$ cat config.mk
export PLATFORM = sky130hd
export DESIGN_NAME = keypad_scan
export DESIGN_NICKNAME = d
export VERILOG_FILES = /design/src/rtl/keypad_scan.sv
export SDC_FILE = /design/constraint.sdc
export NUM_CORES = 1
export LEC_CHECK = 0
export BUFFER_PORTS_ARGS = -buffer_cell sky130_fd_sc_hd__buf_2
export CORE_MARGIN = 2
export CORE_UTILIZATION = 44
export DETAILED_ROUTE_END_ITERATION = 8
export PLACE_DENSITY = 0.69
export SLEW_MARGIN = 20
export SYNTH_ARGS = -nofsm -noshare
export SYNTH_HDL_FRONTEND = slang
export SYNTH_SLANG_ARGS = --single-unit
$ cat constraint.sdc
create_clock -name clk -period 23.8 [get_ports clk]
set_clock_uncertainty 0.1 [all_clocks]
set_input_delay 2.38 -clock clk [delete_from_list [all_inputs] [get_ports clk]]
set_output_delay 2.38 -clock clk [all_outputs]
set_load 0.03 [all_outputs]
$ cat src/rtl/keypad_scan.sv
// keypad_scan -- multiplexed 4x4 matrix keypad scanner.
//
// Strobes the keypad columns one at a time, active-low. The row lines are
// sampled at the end of each column slot. A full 16-key frame is built up,
// classified, and debounced. One key code is delivered per accepted press
// over a valid/ack handshake.
//
// Ports:
//   clk        system clock; all state changes on the rising edge
//   reset      asynchronous, active-high reset
//   COL[3:0]   column drive, active-low one-hot
//   ROW[3:0]   row sense, active-low, asynchronous to clk
//   key_ack    consumer acknowledge for key_valid
//   key_code   {col[1:0], row[1:0]} of the accepted key
//   key_valid  a key event is pending
//   key_down   level: an accepted key is currently held
//   overrun    sticky: a press event was lost while key_valid was high
module keypad_scan #(
  parameter int SCAN_DIV       = 2000,
  parameter int DEBOUNCE_SCANS = 3
) (
  input  logic       clk,
  input  logic       reset,
  output logic [3:0] COL,
  input  logic [3:0] ROW,
  input  logic       key_ack,
  output logic [3:0] key_code,
  output logic       key_valid,
  output logic       key_down,
  output logic       overrun
);

  localparam int             DW        = (SCAN_DIV > 1) ? $clog2(SCAN_DIV) : 1;
  localparam logic [DW-1:0]  DIV_LAST  = DW'(SCAN_DIV - 1);
  localparam logic [3:0]     AGREE_MAX = 4'(DEBOUNCE_SCANS);

  // Class encoding: {kind[1:0], code[3:0]}; code is zero unless kind is SINGLE,
  // so NONE and MULTI compare equal to themselves regardless of which keys.
  localparam logic [1:0] KIND_NONE   = 2'd0;
  localparam logic [1:0] KIND_SINGLE = 2'd1;
  localparam logic [1:0] KIND_MULTI  = 2'd2;

  typedef enum logic {IDLE, PRESSED} state_t;

  logic [3:0]    row_meta;
  logic [3:0]    row_sync;
  logic [1:0]    col_idx;
  logic [DW-1:0] div_cnt;
  logic [15:0]   frame;
  logic [15:0]   frame_now;
  logic          slot_end;
  logic          frame_end;
  logic [4:0]    ones;
  logic [3:0]    hit_idx;
  logic [5:0]    cls;
  logic [5:0]    prev_cls;
  logic [3:0]    agree_cnt;
  logic [3:0]    agree_next;
  logic          stable_now;
  logic          stable_pulse;
  logic [5:0]    stable_cls;
  state_t        state;
  state_t        state_next;
  logic          press_event;

  // Two-flop synchronizer on the row lines; idle rows read as released.
  always_ff @(posedge clk or posedge reset) begin
    if (reset) begin
      row_meta <= 4'hF;
      row_sync <= 4'hF;
    end else begin
      row_meta <= ROW;
      row_sync <= row_meta;
    end
  end

  // Column/slot counters.
  assign slot_end  = (div_cnt == DIV_LAST);
  assign frame_end = slot_end && (col_idx == 2'd3);

  always_ff @(posedge clk or posedge reset) begin
    if (reset) begin
      div_cnt <= '0;
      col_idx <= 2'd0;
    end else if (slot_end) begin
      div_cnt <= '0;
      col_idx <= col_idx + 2'd1;
    end else begin
      div_cnt <= div_cnt + DW'(1);
    end
  end

  // Driven straight from the reset-cleared counter so reset lands on column 0
  // without waiting for a clock edge.
  assign COL = ~(4'b0001 << col_idx);

  // Frame storage, one nibble per column (bit set = key pressed).
  for (genvar gi = 0; gi < 4; gi++) begin : g_nibble
    always_ff @(posedge clk or posedge reset) begin
      if (reset)
        frame[4*gi +: 4] <= 4'h0;
      else if (slot_end && (col_idx == 2'(gi)))
        frame[4*gi +: 4] <= ~row_sync;
    end
  end

  // The frame as it will be after this edge; used at frame end so the last
  // column is classified together with the other three.
  always_comb begin
    frame_now = frame;
    frame_now[{col_idx, 2'b00} +: 4] = ~row_sync;
  end

  always_comb begin
    ones    = 5'd0;
    hit_idx = 4'd0;
    for (int i = 0; i < 16; i++) begin
      if (frame_now[i]) begin
        ones    = ones + 5'd1;
        hit_idx = 4'(i);
      end
    end
    if (ones == 5'd0)
      cls = {KIND_NONE, 4'd0};
    else if (ones == 5'd1)
      cls = {KIND_SINGLE, hit_idx};
    else
      cls = {KIND_MULTI, 4'd0};
  end

  // Debounce: the class is stable on the frame where the agree count first
  // reaches the limit; a saturated count does not re-announce it.
  always_comb begin
    if (cls == prev_cls)
      agree_next = (agree_cnt == AGREE_MAX) ? agree_cnt : agree_cnt + 4'd1;
    else
      agree_next = 4'd1;
    stable_now = (agree_next == AGREE_MAX) &&
                 ((cls != prev_cls) || (agree_cnt != AGREE_MAX));
  end

  // The stable decision is registered, so the FSM acts one cycle after the
  // frame-end edge.
  always_ff @(posedge clk or posedge reset) begin
    if (reset) begin
      prev_cls     <= {KIND_NONE, 4'd0};
      agree_cnt    <= 4'd0;
      stable_pulse <= 1'b0;
      stable_cls   <= {KIND_NONE, 4'd0};
    end else if (frame_end) begin
      prev_cls     <= cls;
      agree_cnt    <= agree_next;
      stable_pulse <= stable_now;
      stable_cls   <= cls;
    end else begin
      stable_pulse <= 1'b0;
    end
  end

  // FSM: state register.
  always_ff @(posedge clk or posedge reset) begin
    if (reset)
      state <= IDLE;
    else
      state <= state_next;
  end

  // FSM: next state. A different single key while PRESSED is locked out,
  // and MULTI never moves the FSM.
  always_comb begin
    state_next = state;
    case (state)
      IDLE:
        if (stable_pulse && (stable_cls[5:4] == KIND_SINGLE))
          state_next = PRESSED;
      PRESSED:
        if (stable_pulse && (stable_cls[5:4] == KIND_NONE))
          state_next = IDLE;
      default:
        state_next = IDLE;
    endcase
  end

  // FSM: outputs.
  always_comb begin
    press_event = (state == IDLE) && stable_pulse &&
                  (stable_cls[5:4] == KIND_SINGLE);
    key_down    = (state == PRESSED);
  end

  // Valid/ack handshake. An ack in the same cycle as a new event consumes
  // the old one, so the new code can replace it without an overrun.
  always_ff @(posedge clk or posedge reset) begin
    if (reset) begin
      key_code  <= 4'd0;
      key_valid <= 1'b0;
      overrun   <= 1'b0;
    end else if (press_event) begin
      if (!key_valid || key_ack) begin
        key_code  <= stable_cls[3:0];
        key_valid <= 1'b1;
      end else begin
        overrun   <= 1'b1;
      end
    end else if (key_valid && key_ack) begin
      key_valid <= 1'b0;
    end
  end

endmodule
==> results of run 1 <==
-- path summary, 6_finish.rpt --
path | from | endpoint | slack (ns) | cells after the start
worst max-delay path | col_idx[0]$_DFFE_PP0N_ | agree_cnt[0]$_DFFE_PP0P_ | 11.53 | 54
worst min-delay path | row_meta[2]$_DFF_PP1_ | row_sync[2]$_DFF_PP1_ | 0.26 | 0
worst max register to register | col_idx[0]$_DFFE_PP0N_ | agree_cnt[0]$_DFFE_PP0P_ | 11.53 | 54
worst min register to register | row_meta[2]$_DFF_PP1_ | row_sync[2]$_DFF_PP1_ | 0.26 | 0
max in group asynchronous | reset | div_cnt[10]$_DFF_PP0_ | 20.92 | 2
min in group asynchronous | reset | frame[7]$_DFFE_PP0P_ | 2.14 | 2
-- report_power, final --
| group | switching [uW] | leakage, uW | total, uW | internal, uW |
|---|---|---|---|---|
| combinational | 24.6 | 0.00131 | 43.8 | 19.2 |
| sequential | 1.32 | 0.000727 | 96.0 | 94.7 |
| clock | 29.5 | 0.0000514 | 60.9 | 31.4 |
-- cell usage in the layout (no fill, tap or decap), drive strengths merged, types with 4 or more instances in the layout --
cell type	count
nand2	55
dfrtp	47
nor2	43
o21ai	36
xnor2	34
ha	23
a21oi	23
inv	21
xor2	20
buf	19
mux2i	14
nand3	11
nor2b	11
nor3	10
nand2b	10
mux2	10
dfstp	8
xnor3	8
and2	7
o31ai	6
a211oi	6
clkbuf	6
a31oi	5
a31o	4
and3	4
or3	4
nor4	4
nor4b	4
-- cell type report --
type	instances	area share [%]
clock inverter	2	0.778
sequential	55	28.7
clock buffer	6	1.50
inverter	22	1.74
tap	133	3.45
multi-input combinational	403	61.7
timing repair buffer	19	2.08
-- per-stage QoR --
stage	instances	power, uW	utilization [%]	hold WS [ns]
after floorplan	493	134	-	0.245
after global placement	632	140	47.8	0.246
after detailed placement	632	141	47.8	0.248
after CTS	640	203	48.9	0.261
after global routing	640	211	48.9	0.265
final	640	201	48.9	0.262
-- worst max-delay path, delay by kind of cell, from the launching register on --
family | cells | cell delay, ns
adder cells (fa/ha/maj) | 15 | 4.64
AND/OR/NAND/NOR | 16 | 2.34
AO/OA/AOI/OAI | 10 | 2.07
multiplexers | 5 | 1.13
buffers and inverters | 7 | 0.97
flip-flops | 1 | 0.60
XOR/XNOR | 1 | 0.30
-- flip-flops by register name (all words and copies together) (netlist names) --
name and cells:
frame 16, stable_pulse 1, key_code 4, key_down 1, overrun 1, stable_cls 6, col_idx 2, div_cnt 11
row_meta 4, row_sync 4, key_valid 1, agree_cnt 4
-- Yosys cell counts, types with 7 or more instances --
cell and count:
a21oi_1 22, nor2b_1 11, dfstp_2 8, dfrtp_1 47
nand2b_1 10, mux2i_1 13, ha_1 23, o21ai_0 35
nor2_1 43, nand3_1 11, nand2_1 55, nor3_1 10
xnor2_1 29, inv_1 22, clkbuf_1 8, and2_1 7
xor2_1 20, mux2_2 9
-- per-layer routing --
layer,wire length [um],global-route usage (%),vias up,part of all wire [%]
met5,0,0,-,0
met4,148,4.95,0,1.6
met3,204,1.68,14,2.3
met2,4370,28.7,51,48
met1,4310,22.8,1637,48
li1,-,-,1790,-
-- cells by family (layout without fill, tap and decap cells) --
kind of cell / after synthesis / in the layout / share of synthesized area, %
simple gates: 182 / 182 / 21.0
compound gates: 111 / 111 / 17.0
xor+xnor: 63 / 63 / 15.9
flops: 55 / 55 / 30.8
buf+inv: 35 / 49 / 3.11
mux: 24 / 24 / 5.78
fa+ha+maj: 23 / 23 / 6.39
==> reports/qor.yml, run 1 <==
cts_setup_buffers: 0
wl_mm: 9.04
fmax_mhz: 81.5
n_antenna_cell: 0
design_area_um2: 4820
fill_cells: 915
cap_violations: 0
vias: 3492
cts_inserted_buffers: 5
globalplace.congestion: 0.873
path_clk_slew_ns: 0.09
ant_nets: 0
wire_per_inst_um: 14.1
cpMostUsedCell: "ha_1"
dieHeight_um: 105
clock_path_buffers: 2
cp_slowest_cell: "ha_1"
synth_cell_types: 76
cts_resized: 0
crit_required_ns: 23.90
synth_area_leaders: "dfrtp_1 26%, ha_1 6.4%, xnor2_1 5.6%, dfstp_2 4.7%, nand2_1 4.6%"
finalSetupTns_ns: 0
cts_tree: "done"
die_area_um2: 11100
pre_cts_slack_ns: 11.66
dpl_cell_area_um2: 4710
p_leak_uw: 0.00208
clock-sinks: 55
start_kind: "register"
nNetsFinal: 536
critPathMaxStageDelay_ns: 0.61
first_iter_violations: 134
rsz0062_at_grt: "no"
synth-seq-cells: 55
grt_usage_pct: 16.9
placementRows: 36
hp-class: "register to register"
synthArstFlopShare_pct: 100
yosys_warnings: 0
status: "finished clean"
power_density_nw_per_um2: 41.6
cp.arrival_ns: 12.38
grt_max_degree: 56
setup_viol: 0
grt_pass1_vias: 3353
synth.top_cell.area_share_pct: 26.1
synth_nets: 523
core-area_um2: 9860
die_x_um: 105
synthCells: 493
finalWorstSetupSlack_ns: 11.53
initial_core_util_pct: 45.6
htreeDepth: 2
synth_edf_count: 0
worst_slew_pin_slew_ns: 0.916
postCtsHoldBufs: 0
hold_viol: 0
ys_dominant_reg_cell: "dfrtp_1"
ir_worst_vdd_mv: 0.0637
dp_hpwl_mm: 6.81
synth_top_area_cell: "dfrtp_1"
crit_fanout: 18
multiInputGateArea_um2: 2980
layout-drive-gt1-share_pct: 14.2
area_delta_synth_final_pct: 7.11
grt_pass1_wl_mm: 15.6
path_class: "register to register"
max-slew-margin-rel_pct: 38.9
syn-mean-instance-area_um2: 9.13
root_buffer: "clkbuf_8"
antenna_found_initial: 0
clk_latency_ns: 0.32
layout.area.seq_um2: 1390
syn-cell-area_um2: 4500
slew_violations: 0
final.min_clock_period_ns: 12.27
portBuffers: 17
cp-end-kind: "register"
drc: 0
vias_per_cell: 5.46
post-route-period-util_pct: 51.6
io_pins: 18
drtPass1Iterations: 4
seq_area_frac_synth_pct: 30.8
grt_overflow: 0
No activity file was read; power rests on OpenSTA's default activity.
==> inputs of run 2 (changes only) <==
clock period = 12.48 ns   (was 23.8 ns; I/O delays follow)
==> reports/qor.yml, run 2 (synthesized netlist as in run 1, its figures left out) <==
rr_worst_depth: 53  # was 54
nNetsFinal: 536  # unchanged
slew_violations: 0  # unchanged
final.min_clock_period_ns: 11.46  # was 12.27 ns
whs_endpoint: "row_sync[0]$_DFF_PP1_"  # was row_sync[2]$_DFF_PP1_
crit_buf_inv: 6  # was 7
grt_pass1_vias: 3503  # was 3,353
root_buffer: "clkbuf_8"  # unchanged
final_cell_mix: "55 x nand2_1, 46 x dfrtp_1, 43 x nor2_1, 35 x o21ai_0, 29 x xnor2_1"  # was 55 x nand2_1, 47 x dfrtp_1, 43 x nor2_1, 35 x o21ai_0, 29 x xnor2_1
setup_viol: 0  # unchanged
min_path_cells: 0  # unchanged
ant_nets: 0  # unchanged
hold_viol: 0  # unchanged
ir_worst_vdd_mv: 0.0903  # was 0.0637 mV
die_area_um2: 11100  # unchanged
postCtsHoldBufs: 0  # unchanged
critPathMaxStageDelay_ns: 0.59  # was 0.61 ns
worst_slew_pin_slew_ns: 0.900  # was 0.916 ns
vias: 3544  # was 3,492
final_cells: 640  # unchanged
worstHoldStart: "row_meta[0]$_DFF_PP1_"  # was row_meta[2]$_DFF_PP1_
post-route-period-util_pct: 91.8  # was 51.6%
status: "finished clean"  # unchanged
path_class: "register to register"  # unchanged
timing.rr.end: "agree_cnt[0]$_DFFE_PP0P_"  # unchanged
largest_reg_flops: 16  # unchanged
p_total_uw: 389  # was 201 uW
reg_top3: "frame: 16 flops, div_cnt: 11 flops, stable_cls: 6 flops"  # unchanged
clk_latency_ns: 0.32  # about the same
area_delta_synth_final_pct: 7.84  # was 7.11%
dieHeight_um: 105  # unchanged
rrSetupSlack_ns: 1.02  # was 11.53 ns
crit_fanout: 16  # was 18
utilization_pct: 49.2  # was 48.9%
top_register: "frame"  # unchanged
path_clk_slew_ns: 0.10  # was 0.09 ns
design_area_um2: 4850  # was 4820 um2
core-area_um2: 9860  # unchanged
placementRows: 36  # unchanged
drtPass1Iterations: 4  # unchanged
rsz0062_at_grt: "no"  # unchanged
globalplace.congestion: 0.842  # was 0.873
cts_tree: "done"  # unchanged
p_leak_uw: 0.00209  # was 0.00208 uW
crit_required_ns: 12.60  # was 23.90 ns
dpl_cell_area_um2: 4710  # unchanged
cts_setup_buffers: 0  # unchanged
clock-sinks: 55  # unchanged
grt_usage_pct: 17.6  # was 16.9%
first_iter_violations: 173  # was 134
layout-drive-gt1-share_pct: 15.2  # was 14.2%
n_antenna_cell: 0  # unchanged
dp_hpwl_mm: 7.07  # was 6.81 mm
cp-end-kind: "register"  # unchanged
reg2reg_from: "col_idx[0]$_DFFE_PP0N_"  # unchanged
wire_per_inst_um: 14.4  # was 14.1 um
hp-class: "register to register"  # unchanged
cap_violations: 0  # unchanged
wl_mm: 9.24  # was 9.04 mm
htreeDepth: 2  # unchanged
portBuffers: 17  # unchanged
placed_cells: 632  # unchanged
cpMostUsedCell: "ha_1"  # unchanged
clock_path_buffers: 2  # unchanged
final_common_cell: "nand2_1"  # unchanged
start_kind: "register"  # unchanged
cts_inserted_buffers: 5  # unchanged
cp_slowest_cell: "or4b_1"  # was ha_1
io_pins: 18  # unchanged
power_density_nw_per_um2: 80.1  # was 41.6 nW/um2
grt_pass1_wl_mm: 16.2  # was 15.6 mm
cp.arrival_ns: 11.57  # was 12.38 ns
vias_per_cell: 5.54  # was 5.46
finalSetupTns_ns: 0  # unchanged
die_x_um: 105  # unchanged
cp_top_family: "adder cells"  # unchanged
drc: 0  # unchanged
max-slew-margin-rel_pct: 39.9  # was 38.9%
fmax_mhz: 87.3  # was 81.5 MHz
antenna_found_initial: 0  # unchanged
grt_overflow: 0  # unchanged
initial_core_util_pct: 45.6  # unchanged
cts_resized: 0  # unchanged
grt_max_degree: 56  # unchanged
run 2: worst register-to-register path: cells and delay by family (launching register included):
kind,cells,cell delay (ns)
xor+xnor,1,0.31
compound gates,12,2.11
buf+inv,6,0.61
mux,5,1.14
simple gates,14,2.14
flops,1,0.56
fa+ha+maj,15,4.42
run 2: per-layer routing:
metal | vias up | track usage (%) | routed length (um)
li1 | 1789 | - | -
met3 | 12 | 1.81 | 107
met2 | 30 | 29.9 | 4530
met1 | 1713 | 23.3 | 4460
met5 | - | 0 | 0
met4 | 0 | 6.10 | 137
run 2: how the worst max path moves through the flow:
stage	to	cells after the start	from
after floorplan	agree_cnt[0]$_DFFE_PP0P_	56	col_idx[0]$_DFFE_PP0N_
after global placement	agree_cnt[0]$_DFFE_PP0P_	54	col_idx[0]$_DFFE_PP0N_
after detailed placement	agree_cnt[0]$_DFFE_PP0P_	51	col_idx[0]$_DFFE_PP0N_
after CTS	agree_cnt[0]$_DFFE_PP0P_	51	col_idx[0]$_DFFE_PP0N_
after global routing	agree_cnt[0]$_DFFE_PP0P_	53	col_idx[0]$_DFFE_PP0N_
final	agree_cnt[0]$_DFFE_PP0P_	53	col_idx[0]$_DFFE_PP0N_
run 2: metrics by stage:
step	setup WS [ns]	hold WS, ns
2_1_floorplan	1.39	0.245
3_3_place_gp	0.977	0.246
3_5_place_dp	0.512	0.249
4_1_cts	0.466	0.263
5_1_grt	0.0251	0.267
6_report	1.02	0.261
run 2: area by class of cell:
type                            count  area, um2
Fill cell                         932       5010
Multi-Input combinational cell    403       3000
Sequential cell                    55       1390
Tap cell                          133        166
Timing Repair Buffer               19        100
Inverter                           22       87.6
Clock buffer                        5       68.8
Clock inverter                      3       46.3
run 2: power by group:
| group | switching, uW | internal (uW) | total [uW] |
|---|---|---|---|
| sequential | 2.61 | 181 | 183 |
| clock | 61.4 | 60.5 | 122 |
| combinational | 47.1 | 36.7 | 83.8 |
| total | 111 | 278 | 389 |
==> inputs of run 3 (changes only) <==
CORE_MARGIN = 1.5   (was 2)
RECOVER_POWER = 25   (was not set)
==> reports/qor.yml, run 3 (synthesized netlist as in run 1, its figures left out) <==
status: "finished with violations"  # was finished clean
violations: "max-capacitance violations, max-slew violations"
hp-class: "register to register"  # unchanged
fmax_mhz: 87.6  # was 87.3 MHz
largest_reg_flops: 16  # unchanged
placed_cells: 633  # was 632
reg2reg_from: "col_idx[0]$_DFFE_PP0N_"  # unchanged
vias: 3525  # was 3,544
grt_max_degree: 56  # unchanged
switching_power_uw: 106  # was 111 uW
area_delta_synth_final_pct: 7.64  # was 7.84%
cap_violations: 1  # was 0
portBuffers: 17  # unchanged
power.internal_uw: 283  # was 278 uW
critPathMaxStageDelay_ns: 0.58  # was 0.59 ns
top_register: "frame"  # unchanged
setup_viol: 0  # unchanged
rr_worst_depth: 53  # unchanged
clock-sinks: 55  # unchanged
cts_setup_buffers: 0  # unchanged
grt_overflow: 0  # unchanged
postCtsHoldBufs: 0  # unchanged
seqPwrFrac_pct: 47.1  # about the same
globalplace.congestion: 0.878  # was 0.842
antenna_found_initial: 0  # unchanged
p_total_uw: 389  # about the same
worstHoldStart: "row_meta[0]$_DFF_PP1_"  # unchanged
min_path_cells: 0  # unchanged
vias_per_cell: 5.50  # was 5.54
clk_latency_ns: 0.31  # was 0.32 ns
die_x_um: 104  # was 105 um
wl_mm: 9.03  # was 9.24 mm
wire_per_inst_um: 14.1  # was 14.4 um
layout.area.seq_um2: 1390  # about the same
final_cell_mix: "55 x nand2_1, 46 x dfrtp_1, 43 x nor2_1, 35 x o21ai_0, 29 x xnor2_1"  # unchanged
first_iter_violations: 117  # was 173
path_class: "register to register"  # unchanged
path_clk_slew_ns: 0.10  # about the same
start_kind: "register"  # unchanged
cp.arrival_ns: 11.53  # was 11.57 ns
rsz0062_at_grt: "no"  # unchanged
slew_violations: 56  # was 0
cp_slowest_cell: "dfrtp_2"  # was or4b_1
clock_path_buffers: 2  # unchanged
htreeDepth: 2  # unchanged
grt_pass1_vias: 3372  # was 3,503
multiInputGateArea_um2: 2980  # was 3000 um2
p_sw_share_pct: 27.3  # was 28.6%
power_density_nw_per_um2: 80.3  # was 80.1 nW/um2
grt_pass1_wl_mm: 15.9  # was 16.2 mm
ant_nets: 0  # unchanged
ir_worst_vdd_mv: 0.119  # was 0.0903 mV
drc: 0  # unchanged
p_leak_uw: 0.00209  # about the same
post-route-period-util_pct: 91.5  # was 91.8%
placementRows: 36  # unchanged
grt_usage_pct: 17.4  # was 17.6%
dp_hpwl_mm: 6.95  # was 7.07 mm
worst_slew_pin_slew_ns: 2.33  # was 0.900 ns
utilization_pct: 49.1  # was 49.2%
io_pins: 18  # unchanged
combPwrFrac_pct: 21.2  # was 21.5%
hold_viol: 0  # unchanged
initial_core_util_pct: 45.6  # unchanged
core-area_um2: 9860  # unchanged
die_area_um2: 10800  # was 11,100 um2
rrSetupSlack_ns: 1.06  # was 1.02 ns
final_cells: 641  # was 640
timing.rr.end: "agree_cnt[0]$_DFFE_PP0P_"  # unchanged
crit_fanout: 16  # unchanged
cp-end-kind: "register"  # unchanged
cts_tree: "done"  # unchanged
crit_required_ns: 12.59  # was 12.60 ns
final_common_cell: "nand2_1"  # unchanged
final.min_clock_period_ns: 11.42  # was 11.46 ns
n_antenna_cell: 0  # unchanged
dieHeight_um: 104  # was 105 um
pwr-share-clk_pct: 31.7  # was 31.4%
cts_resized: 0  # unchanged
cpMostUsedCell: "ha_1"  # unchanged
nNetsFinal: 537  # was 536
root_buffer: "clkbuf_8"  # unchanged
cts_inserted_buffers: 5  # unchanged
drtPass1Iterations: 4  # unchanged
max-slew-margin-rel_pct: -56.1  # was 39.9%
whs_endpoint: "row_sync[0]$_DFF_PP1_"  # unchanged
reg_top3: "frame: 16 flops, div_cnt: 11 flops, stable_cls: 6 flops"  # unchanged
fill_cells: 925  # was 932
finalSetupTns_ns: 0  # unchanged
layout-drive-gt1-share_pct: 14.8  # was 15.2%
-- run 3: cell count changes in the layout (fill, tap and decap cells not counted), sizes merged --
cell and delta:
clkbuf +2, clkinvlp -1, clkinv -1, inv +1
-- run 3: how the worst max path moves through the flow --
stage / from / to / cells after the start
floorplan: col_idx[0]$_DFFE_PP0N_ / agree_cnt[0]$_DFFE_PP0P_ / 56
global placement: col_idx[0]$_DFFE_PP0N_ / agree_cnt[0]$_DFFE_PP0P_ / 53
detailed placement: col_idx[0]$_DFFE_PP0N_ / agree_cnt[0]$_DFFE_PP0P_ / 53
CTS: col_idx[0]$_DFFE_PP0N_ / agree_cnt[0]$_DFFE_PP0P_ / 53
global route: col_idx[0]$_DFFE_PP0N_ / agree_cnt[0]$_DFFE_PP0P_ / 56
finish: col_idx[0]$_DFFE_PP0N_ / agree_cnt[0]$_DFFE_PP0P_ / 53
-- run 3: worst max-delay path, delay by kind of cell (launching register included) --
kind / cells / cell delay, ns
adders and majority gates: 15 / 4.40
and+or+nand+nor: 14 / 2.13
buffers and inverters: 6 / 0.59
muxes: 5 / 1.15
DFF: 1 / 0.58
AOI/OAI and AO/OA: 12 / 2.08
xor gates and xnor gates: 1 / 0.30
-- run 3: area by class of cell --
type | count | area share (%)
clock buffers | 6 | 1.70
clock inverters | 2 | 0.800
inverters | 22 | 1.73
multi-input cells | 403 | 61.6
flip-flops and latches | 55 | 28.6
well taps | 133 | 3.43
repair buffers | 20 | 2.14
-- run 3: stage by stage --
stage,hold slack (ns),worst slack (ns),instance area (um2)
3_5_place_dp,0.247,0.740,4720
4_1_cts,0.261,0.673,4840
3_3_place_gp,0.247,1.08,4720
5_1_grt,0.264,0.0150,4850
6_report,0.260,1.06,4850
2_1_floorplan,0.245,1.39,4500
-- run 3: power by group through the flow --
stage | clock [uW] | combinational (uW) | sequential (uW)
after floorplan | 0 | 70.9 | 184
after global placement | 0 | 79.6 | 186
after detailed placement | 0 | 82.2 | 186
after CTS | 126 | 82.6 | 183
after global routing | 132 | 94.1 | 183
final | 124 | 82.5 | 183
-- run 3: layer usage --
metal | track usage, % | routed length (um) | vias to the layer above
li1 | - | - | 1793
met1 | 24.1 | 4420 | 1677
met2 | 29.3 | 4330 | 43
met3 | 1.32 | 146 | 12
met4 | 4.76 | 136 | 0
met5 | 0 | 0 | -
